### src/rtl/cordic_sqrt_issuer.sv
// cordic_sqrt_issuer: one-at-a-time initiator for the CORDIC square-root engine with timeout watchdog.
// Define CORDIC_ISSUER_STATS_EN to add saturating stat_ok/stat_timeout counters.
module cordic_sqrt_issuer #(
  parameter int DATA_W      = 18,
  parameter int TIMEOUT_CYC = 64,
  parameter int CNT_W       = 16
) (
  input  logic              clk,
  input  logic              rst_n,
  input  logic              s_valid,
  output logic              s_ready,
  input  logic [DATA_W-1:0] s_x,
  input  logic [DATA_W-1:0] s_y,
  output logic              eng_start,
  output logic [DATA_W-1:0] eng_x,
  output logic [DATA_W-1:0] eng_y,
  input  logic [DATA_W-1:0] eng_sqrt,
  input  logic              eng_done,
  output logic              m_valid,
  input  logic              m_ready,
  output logic [DATA_W-1:0] m_sqrt,
  output logic              m_err,
  output logic              busy
`ifdef CORDIC_ISSUER_STATS_EN
  ,
  output logic [CNT_W-1:0]  stat_ok,
  output logic [CNT_W-1:0]  stat_timeout
`endif
);
  localparam int CW = $clog2(TIMEOUT_CYC) + 1;
  typedef enum logic [1:0] {IDLE, ISSUE, WAIT, RESP} state_t;
  state_t state_q;
  logic [CW-1:0] cnt_q, cnt_d;
  logic done_q, done_edge, timeout;
  if (TIMEOUT_CYC < 2 || CNT_W < 1) begin : g_param_chk
    $error("cordic_sqrt_issuer: TIMEOUT_CYC must be >= 2 and CNT_W >= 1");
  end
  // Only a fresh rising edge of done completes an operation; a stale level never does.
  assign done_edge = eng_done & ~done_q;
  assign cnt_d     = &cnt_q ? cnt_q : cnt_q + CW'(1);
  assign timeout   = cnt_d == CW'(TIMEOUT_CYC - 1);
  always_ff @(posedge clk or negedge rst_n) begin
    if (!rst_n) begin
      state_q      <= IDLE;
      cnt_q        <= '0;
      done_q       <= 1'b0;
      s_ready      <= 1'b0;
      eng_start    <= 1'b0;
      eng_x        <= '0;
      eng_y        <= '0;
      m_valid      <= 1'b0;
      m_sqrt       <= '0;
      m_err        <= 1'b0;
      busy         <= 1'b0;
`ifdef CORDIC_ISSUER_STATS_EN
      stat_ok      <= '0;
      stat_timeout <= '0;
`endif
    end else begin
      done_q <= eng_done;
      case (state_q)
        IDLE: begin
          if (s_valid && s_ready) begin
            eng_x     <= s_x;
            eng_y     <= s_y;
            eng_start <= 1'b1;
            s_ready   <= 1'b0;
            busy      <= 1'b1;
            state_q   <= ISSUE;
          end else begin
            s_ready   <= 1'b1;
          end
        end
        ISSUE: begin
          eng_start <= 1'b0;
          cnt_q     <= '0;
          state_q   <= WAIT;
        end
        WAIT: begin
          cnt_q <= cnt_d;
          if (done_edge) begin
            m_sqrt  <= eng_sqrt;
            m_err   <= 1'b0;
            m_valid <= 1'b1;
            state_q <= RESP;
`ifdef CORDIC_ISSUER_STATS_EN
            stat_ok <= &stat_ok ? stat_ok : stat_ok + CNT_W'(1);
`endif
          end else if (timeout) begin
            m_sqrt  <= '0;
            m_err   <= 1'b1;
            m_valid <= 1'b1;
            state_q <= RESP;
`ifdef CORDIC_ISSUER_STATS_EN
            stat_timeout <= &stat_timeout ? stat_timeout : stat_timeout + CNT_W'(1);
`endif
          end
        end
        RESP: begin
          if (m_ready) begin
            m_valid <= 1'b0;
            s_ready <= 1'b1;
            busy    <= 1'b0;
            state_q <= IDLE;
          end
        end
        default: state_q <= IDLE;
      endcase
    end
  end
endmodule

### config.mk
export PLATFORM = sky130hd
export DESIGN_NAME = cordic_sqrt_issuer
export DESIGN_NICKNAME = d
export VERILOG_FILES = /design/src/rtl/cordic_sqrt_issuer.sv
export SDC_FILE = /design/constraint.sdc
export NUM_CORES = 1
export LEC_CHECK = 0
export CAP_MARGIN = 15
export CORE_MARGIN = 2
export CORE_UTILIZATION = 46
export DETAILED_ROUTE_END_ITERATION = 7
export HOLD_SLACK_MARGIN = 0.06
export PLACE_DENSITY = 0.84
export SLEW_MARGIN = 20
export SYNTH_ARGS = -nofsm -noshare
export SYNTH_HDL_FRONTEND = slang
export SYNTH_SLANG_ARGS = --single-unit
export TNS_END_PERCENT = 20
### constraint.sdc
create_clock -name clk -period 3.12 [get_ports clk]
set_input_delay 0.624 -clock clk [delete_from_list [all_inputs] [get_ports clk]]
set_output_delay 0.624 -clock clk [all_outputs]
set_load 0.02 [all_outputs]
==> impl_metrics.toml <==
[detailed_routing]
drt_first_pass_iters = 4
via_count = 2210
drcViolationCount = 0
post_detailed_route_via_to_cell_ratio = 5.35
totalWireLength_um = 6930
drtIter0Drc = 81
detail_route.wl_per_cell_um = 16.8
route.antenna.remaining_nets = 0

[synth]
synth-seq-cells = 69
synth_edf_count = 0
synth.yosys.seq_area_share = 0.598
synthesis.instances = 213
postSynthNetCount = 277
postSynthAreaPerCell_um2 = 13.6
asyncSetResetFlopFracSynth = 1.00
commonest_register_cell_after_synthesis = "sky130_fd_sc_hd__dfrtp_1"
syn_area_um2 = 2890
post_synth_num_cell_types = 39
ys.warnings.count = 0

[finish]
final_common_cell = "sky130_fd_sc_hd__clkdlybuf4s50_1"
final_net_count = 397
area_growth_syn_to_layout_pct = 50.2
insertedDiodeCount = 0
share_of_post_route_cells_with_drive_strength_above_1 = 0.213
layout.cells.most_common_list = "116 x sky130_fd_sc_hd__clkdlybuf4s50_1, 69 x sky130_fd_sc_hd__dfrtp_1, 36 x sky130_fd_sc_hd__mux2_2"
n_fill_cell = 416

[cts]
cts_max_level = 3
cts.clk_slew.worst_paths_ns = 0.07
postCtsSetupBuffers = 0
cts_resized = 0
clock_buffer_count_from_cts = 9
cts.path.max_buffers = 2
insertion_delay_ns = 0.33
cts_tree = "built"
ctsRootBufferMaster = "sky130_fd_sc_hd__clkbuf_8"
cts.hold.buffers_added = 0
numClockSinks = 69

[die]
floorplan.die.width_um = 83.2
die_ht_um = 83.2
die-area_um2 = 6920
core-area_um2 = 5990
number_of_i_o_pins = 118
placement_rows = 28
initial_utilization = 0.482

[place]
place_hpwl_um = 5050
io_buf_count = 117
routabilityCongestion = 0.759
place_ws_ns = 0.899

[timing]
slew_headroom = 0.655
rsz0062_at_grt = "no"
clock.fmax_mhz = 446
final_hold_viol_count = 0
post-route-min-period_ns = 2.24
period_share = 0.719
drv_slew = 0
post-route-worst-setup-slack_ns = 0.876
setup_tns_ns = 0
number_of_setup_violations_in_the_final_report = 0
worst-slew-pin-transition_ns = 0.517
skew_ns = 0.00463

[global_route]
groute.usage.overall = 0.202
grt.overflow.total = 0
antenna_violations_before_repair = 0
grt_first_pass_wirelength_um = 11300
grt_pass1_vias = 2222
grt_start_max_net_pins = 31

[worst_setup_path]
cp_slowest_cell = "sky130_fd_sc_hd__dfrtp_1"
cells_traversed_along_the_worst_timing_path = "ha_1, and3_1, o21ai_1, a311oi_4, o21ai_4, a22o_2"
timing_worst_setup_path_type = "reg -> reg"
timing.critical_path.from_type = "flop"
timing.critical_path.max_delay_family = "compound AO/OA/AOI/OAI gates"
required_ns = 3.34
timing.critical_path.slowest_cell_delay_ns = 0.48
cp.arrival_ns = 2.46
path_max_fanout = 18
crit_path_end_kind = "flop"
cp_num_buf_inv = 0

[worst_hold_path]
min_path_type = "in -> async"

[pwr]
finalPower_uw = 4490
cellLeakagePower_uw = 0.00184
powerDensity_nw_per_um2 = 1040
vdd_drop_max_mv = 0.635

[status]
status = "complete, no violations"

[job]
max_cap_violations = 0
[worst register-to-register path: stages, from the launching register on]
cell and delay (ns):
sky130_fd_sc_hd__dfrtp_1 0.48, sky130_fd_sc_hd__ha_1 0.36, sky130_fd_sc_hd__and3_1 0.22, sky130_fd_sc_hd__o21ai_1 0.10
sky130_fd_sc_hd__a311oi_4 0.44, sky130_fd_sc_hd__o21ai_4 0.21, sky130_fd_sc_hd__a22o_2 0.32
[kinds of logic (layout without fill, tap and decap cells)]
kind of cell | Yosys count | in the layout | share of synthesized area
multiplexers | 37 | 37 | 0.144
XOR/XNOR | 1 | 1 | 0.00303
AO/OA/AOI/OAI | 52 | 52 | 0.144
AND/OR/NAND/NOR | 31 | 31 | 0.0607
adder cells (fa/ha/maj) | 5 | 5 | 0.0217
buffers and inverters | 18 | 143 | 0.0282
flip-flops | 69 | 69 | 0.598
[registers in the layout (all words and copies together) (netlist names)]
register,count
eng_start,1
eng_x,18
m_valid,1
eng_y,18
busy,1
m_err,1
s_ready,1
state_q,2
done_q,1
m_sqrt,18
cnt_q,7
[cells in the mapped netlist, types with 2 or more instances]
cell type | n | area share
sky130_fd_sc_hd__dfrtp_1 | 69 | 0.60
sky130_fd_sc_hd__mux2_2 | 36 | 0.14
sky130_fd_sc_hd__a22o_1 | 12 | 0.036
sky130_fd_sc_hd__nand2_1 | 12 | 0.016
sky130_fd_sc_hd__a21oi_1 | 8 | 0.014
sky130_fd_sc_hd__a22o_2 | 8 | 0.028
sky130_fd_sc_hd__clkbuf_1 | 8 | 0.010
sky130_fd_sc_hd__o21ai_0 | 8 | 0.014
sky130_fd_sc_hd__inv_1 | 6 | 0.0078
sky130_fd_sc_hd__ha_1 | 5 | 0.022
sky130_fd_sc_hd__nand3_1 | 3 | 0.0052
sky130_fd_sc_hd__nor2_1 | 3 | 0.0039
sky130_fd_sc_hd__o21ai_1 | 3 | 0.0052
sky130_fd_sc_hd__a21o_1 | 2 | 0.0052
sky130_fd_sc_hd__and3_1 | 2 | 0.0043
sky130_fd_sc_hd__buf_2 | 2 | 0.0035
sky130_fd_sc_hd__nand4_1 | 2 | 0.0043
sky130_fd_sc_hd__nor2b_1 | 2 | 0.0043
sky130_fd_sc_hd__o31a_2 | 2 | 0.0069
[per-stage QoR]
step                area [um2]   util  hold slack (ns)  std cells
CTS                       4330  0.723            0.266        413
finish                    4330  0.723            0.260        413
floorplan                 2890      -            0.328        213
global route              4330  0.723            0.303        413
detailed placement        4120  0.688            0.492        397
global placement          4120  0.688            0.487        397
[worst paths after layout]
kind,depth (start not counted),startpoint,to,slack (ns)
setup / recovery,6,cnt_q[0],m_sqrt[12],0.88
hold / removal,1,rst_n,eng_x[11],0.26
setup reg to reg,6,cnt_q[0],m_sqrt[12],0.88
hold reg to reg,1,eng_x[17],eng_x[17],0.51
max in group asynchronous,2,rst_n,eng_x[3],2.13
min in group clk,1,eng_x[17],eng_x[17],0.51
[layer usage]
| metal | global-route usage | vias to the layer above | part of all wire |
|---|---|---|---|
| met3 | 0.0567 | 7 | 0.077 |
| li1 | - | 1024 | - |
| met5 | 0 | - | 0 |
| met2 | 0.324 | 98 | 0.47 |
| met1 | 0.261 | 1081 | 0.44 |
| met4 | 0.0760 | 0 | 0.012 |
[power by group]
| group | internal [uW] | switching (uW) |
|---|---|---|
| sequential | 1300 | 252 |
| clock | 434 | 325 |
| combinational | 1150 | 1030 |
| total | 2890 | 1610 |
[layout make-up]
type	instances	area, um2	area share
Clock buffer	13	169	0.0390
Timing Repair Buffer	121	1200	0.276
Inverter	6	22.5	0.00520
Multi-Input combinational cell	126	1080	0.250
Sequential cell	69	1730	0.398
Clock inverter	3	42.5	0.00982
Tap cell	75	93.8	0.0217
(Power assumes the default switching activity.)
